## config.mk

```make
export PLATFORM = sky130hd
export DESIGN_NAME = inelastic_pipe_ctrl
export DESIGN_NICKNAME = d
export VERILOG_FILES = /design/src/rtl/inelastic_pipe_ctrl.sv
export SDC_FILE = /design/constraint.sdc
export NUM_CORES = 1
export LEC_CHECK = 0
export BUFFER_PORTS_ARGS = -buffer_cell sky130_fd_sc_hd__buf_2
export CORE_AREA = 5 5 47 49
export CTS_CLUSTER_DIAMETER = 30
export CTS_CLUSTER_SIZE = 28
export DETAILED_ROUTE_END_ITERATION = 10
export DIE_AREA = 0 0 52 54
export PLACE_DENSITY_LB_ADDON = 0.25
export SLEW_MARGIN = 20
export SYNTH_ARGS = -nofsm -noshare
export SYNTH_HDL_FRONTEND = slang
export SYNTH_SLANG_ARGS = --single-unit
```

## constraint.sdc

```tcl
create_clock -name clk_i -period 1.3 [get_ports clk_i]
set_input_delay 0.065 -clock clk_i [delete_from_list [all_inputs] [get_ports clk_i]]
set_output_delay 0.065 -clock clk_i [all_outputs]
set_load 0.05 [all_outputs]
```

## src/rtl/inelastic_pipe_ctrl.sv

```systemverilog
// Valid/ready sequencer for a chain of inelastic stage registers.
// Optional stall counter: define INELASTIC_PIPE_CTRL_STATS_EN.
module inelastic_pipe_ctrl #(
  parameter int depth_p = 3,
  localparam int count_width_p = $clog2(depth_p+1)
) (
  input  logic                     clk_i,
  input  logic                     reset_ni,
  input  logic                     valid_i,
  output logic                     ready_o,
  output logic                     valid_o,
  input  logic                     ready_i,
  input  logic                     flush_i,
  output logic [depth_p-1:0]       en_o,
  output logic [count_width_p-1:0] count_o,
  output logic [31:0]              stall_cnt_o
);

  logic [depth_p-1:0]       v_q, v_d;
  logic [depth_p-1:0]       rdy, in_v;
  logic [count_width_p-1:0] cnt_q, cnt_d;
  logic                     full_above;
  logic                     in_xfer, out_xfer;

  // rdy[k] is low only when stages k..last are all full and the sink stalls
  always_comb begin
    full_above = 1'b1;
    rdy        = '0;
    for (int k = depth_p-1; k >= 0; k--) begin
      full_above = full_above & v_q[k];
      rdy[k]     = ~full_above | ready_i;
    end
  end

  always_comb begin
    in_v    = '0;
    in_v[0] = valid_i;
    for (int k = 1; k < depth_p; k++) begin
      in_v[k] = v_q[k-1];
    end
  end

  assign en_o     = rdy & in_v & {depth_p{~flush_i}};
  assign ready_o  = rdy[0] & ~flush_i;
  assign valid_o  = v_q[depth_p-1];
  assign in_xfer  = valid_i & ready_o;
  assign out_xfer = valid_o & ready_i;
  assign count_o  = cnt_q;

  always_comb begin
    v_d   = (rdy & in_v) | (~rdy & v_q);
    cnt_d = cnt_q + count_width_p'(in_xfer)
                  - count_width_p'(out_xfer);
    if (flush_i) begin
      v_d   = '0;
      cnt_d = '0;
    end
  end

  always_ff @(posedge clk_i or negedge reset_ni) begin
    if (!reset_ni) begin
      v_q   <= '0;
      cnt_q <= '0;
    end else begin
      v_q   <= v_d;
      cnt_q <= cnt_d;
    end
  end

`ifdef INELASTIC_PIPE_CTRL_STATS_EN
  logic [31:0] stall_q, stall_d;

  // saturating; only reset clears it, flush leaves it alone
  always_comb begin
    stall_d = stall_q;
    if (valid_o && !ready_i && !(&stall_q)) begin
      stall_d = stall_q + 32'd1;
    end
  end

  always_ff @(posedge clk_i or negedge reset_ni) begin
    if (!reset_ni) begin
      stall_q <= '0;
    end else begin
      stall_q <= stall_d;
    end
  end

  assign stall_cnt_o = stall_q;
`else
  assign stall_cnt_o = '0;
`endif

endmodule

```

==> results.rst <==
.. list-table::
   :header-rows: 1

   * - Metric
     - Value
   * - Run status
     - complete, but fails checks
   * - Failing checks
     - negative setup slack
   * - Fraction of layout instances using a drive strength above 1
     - between 30 and 40%
   * - Portion of the post-synthesis area used by sequential elements
     - 23.7%
   * - Average detailed-routed wire length per instance
     - between 7 and 8 µm
   * - Nature of the critical path startpoint
     - flop
   * - Post-route clock period utilization
     - 111%
   * - Synthesis-to-layout area growth
     - 20.4%
   * - Yosys warns
     - 0
   * - DRC Markers
     - 0
   * - Count of input and output buffers
     - 11
   * - Final setup violation count
     - 5
   * - IO Count
     - 44
   * - Peak supply drop
     - between 0.0003 and 0.0004 V
   * - Worst hold-check slack
     - 0.131 ns
   * - Total internal power
     - approximately 0.33 mW
   * - Total standard cell area after synthesis
     - ~530 µm²
   * - Remaining antenna violation count
     - 0
   * - Number of search-and-repair iterations in the first detailed-routing pass
     - 1
   * - Die X-Extent
     - between 50 and 60 µm
   * - Mapped Cells
     - 59
   * - Pin count of the biggest net entering global routing
     - 10
   * - Combinational cell fraction of total power
     - around half
   * - Proportion of power drawn by flip-flops and latches
     - approximately a quarter
   * - Final core utilization
     - between 30% and 40%
   * - Worst-path maximum fanout
     - 3
   * - H-tree depth reported by CTS
     - 1
   * - CTS Root Buffer Type
     - sky130_fd_sc_hd__clkbuf_4
   * - Average vias per placed instance
     - about 3.2
   * - # rows
     - 16
   * - Power density over cell area
     - approximately 1100 mW/mm²
   * - Final Critical Period
     - between 1 and 1.5 ns
   * - Later-pin clock latency in the skew report
     - roughly 0.24 ns
   * - Cell chain of the critical path
     - nand4b_1, nand3b_1, ha_1, inv_1, ha_1, xnor3_1, nor2_1
   * - Total net switching power
     - around 0.35 mW
   * - Clock Skews
     - around 0.00037 ns
   * - Die area
     - between 0.002 and 0.003 mm²
   * - Number of distinct library cells after synthesis
     - 15
   * - Fraction of power spent switching nets
     - about half
   * - Max cap viols
     - 0
   * - Design Power
     - 0.689 mW
   * - Clk network pwr share
     - between 20% and 30%
   * - Cell with the most instances on the worst path
     - sky130_fd_sc_hd__ha_1
   * - Final nets
     - just under 90
   * - Diode count
     - 0
   * - Lkg Pwr
     - 0.362 nW
   * - Placed Cells
     - roughly 100
   * - Worst reg-to-reg path cell count
     - 7
   * - Synthesized area per cell
     - between 8 and 9 µm²
   * - Number of non-filler instances in the completed layout
     - between 100 and 150
   * - First-pass GRT wire length
     - 1210 µm
   * - Number of max-slew violations in the final report
     - 0
   * - Initial Util
     - between 20% and 30%
   * - Clock slew seen by the registers of the worst setup and hold paths
     - ~0.050 ns
   * - Data required time of the critical path
     - approximately 1.4 ns
   * - Die span in y
     - around 54 µm
   * - Worst setup timing slack at the placement stage
     - -0.158 ns
   * - Worst-case clock buffer depth
     - 2
   * - DR iter-0 viols
     - 0
   * - Worst path slowest cell
     - sky130_fd_sc_hd__dfrtp_2
   * - Endpoint class of the critical path
     - flop
   * - Sinks on Clock Net
     - 5
   * - Top achievable clock speed
     - a little under 0.7 GHz
   * - Largest area contributor in the netlist
     - sky130_fd_sc_hd__buf_4
   * - Worst setup margin
     - -0.145 ns
   * - Initial antenna violation count
     - 0
   * - Post-detailed-routing wire length
     - roughly 850 µm
   * - Post-synthesis register bit count
     - 5
   * - TritonCTS clock tree
     - built
   * - Final weighted congestion in routability-driven placement
     - around 0.71
   * - Unrepaired setup endpoints after global routing
     - yes
   * - GR Overflow Total
     - 0
   * - Number of CTS-inserted buffers
     - 3
   * - Biggest cell delay along the critical path
     - ~0.4 ns
   * - Number of global-route vias before repair
     - ~310
   * - Total number of vias
     - 344
   * - Area share of the largest cell type after synthesis
     - 45.5%
   * - Worst hold-check path type
     - in -> reg
   * - Worst Path Arrival
     - about 1.6 ns
   * - R2R Setup Slk
     - -0.15 ns
   * - Most common cell after layout, fill and taps aside
     - sky130_fd_sc_hd__conb_1
   * - Hold depth
     - 3
   * - Most used cells in the layout excluding fill and tap cells
     - sky130_fd_sc_hd__conb_1, sky130_fd_sc_hd__buf_2, sky130_fd_sc_hd__buf_6, sky130_fd_sc_hd__buf_4, sky130_fd_sc_hd__dfrtp_1
   * - All-layer global routing usage
     - around 6.2%
   * - Fin. Hold Viols
     - 0
   * - Core Region
     - roughly 0.0018 mm²
   * - Dominant cells by area after synthesis
     - sky130_fd_sc_hd__buf_4, sky130_fd_sc_hd__dfrtp_1, sky130_fd_sc_hd__ha_1
   * - Fill cell instance count of the final layout
     - slightly below 200
   * - Setup Crit Path Kind
     - reg -> reg
   * - HPWL after DPL
     - approximately 710 µm
==> power groups by stage <==
stage / sequential (mW) / clock [mW] / combinational (mW)
global route: 0.172 / 0.207 / 0.347
detailed placement: 0.174 / 0 / 0.311
CTS: 0.171 / 0.196 / 0.320
global placement: 0.174 / 0 / 0.311
finish: 0.171 / 0.187 / 0.332
floorplan: 0.199 / 0 / 0.329
==> stage by stage <==
step	instance area (µm²)	TNS, ns
after floorplan	661	-1.01
final	636	-0.533
after detailed placement	534	-0.293
after global routing	636	-0.866
after CTS	599	-0.448
after global placement	534	-0.201
==> logic make-up (layout without fill, tap and decap cells) <==
family | count (synthesis) | count (layout) | share of synthesized area, %
xor+xnor | 1 | 1 | 4.27
flops | 5 | 5 | 23.7
simple gates | 11 | 11 | 14.2
buf+inv | 36 | 25 | 48.6
other cells | 1 | 32 | 0.710
compound gates | 3 | 3 | 3.79
fa+ha+maj | 2 | 2 | 4.74
==> worst max-delay path: cells and delay by family (launching register included) <==
kind,cells,cell delay (ns)
flops,1,0.40
buf+inv,1,0.04
xor+xnor,1,0.19
simple gates,3,0.26
fa+ha+maj,2,0.45
==> cell usage after synthesis, drive strengths merged <==
library cell	number
buf	33
dfrtp	5
inv	3
nor2b	3
nor3b	3
a21oi	2
ha	2
nand3b	2
and2	1
conb	1
nand4b	1
nor2	1
o21ba	1
xnor3	1
==> routing by layer <==
layer,up-vias,wire length [µm],global-route usage (%)
met2,27,398,8.79
met4,0,14,5.24
li1,162,-,-
met1,153,298,6.29
met3,2,136,4.16
met5,-,0,0
==> flip-flops by register name (all words and copies together) (netlist names) <==
register / count
count_o: 2
v_q: 3
==> final cells by class <==
cell class	count	area (µm²)	share of cell area, %
multi-input combinational	49	299	47.0
timing repair buffer	18	139	21.9
tap	27	33.8	5.31
inverter	3	11.3	1.77
sequential	5	126	19.9
clock buffer	4	26.3	4.13
==> path summary, 6_finish.rpt <==
kind | from | to
min | valid_i | v_q[0]
max | v_q[2] | count_o[1]
min reg2reg | v_q[0] | v_q[1]
min in group asynchronous | reset_ni | v_q[0]
max reg2reg | v_q[2] | count_o[1]
max in group asynchronous | reset_ni | v_q[2]
==> timing repair <==
action,in CTS,in global routing
setup endpoints to repair,6,6
buffers inserted,1,1
pin swaps,0,1
gates resized for setup,7,7
hold endpoints to repair,5,0
hold buffers,1,0
(Power assumes the default switching activity.)
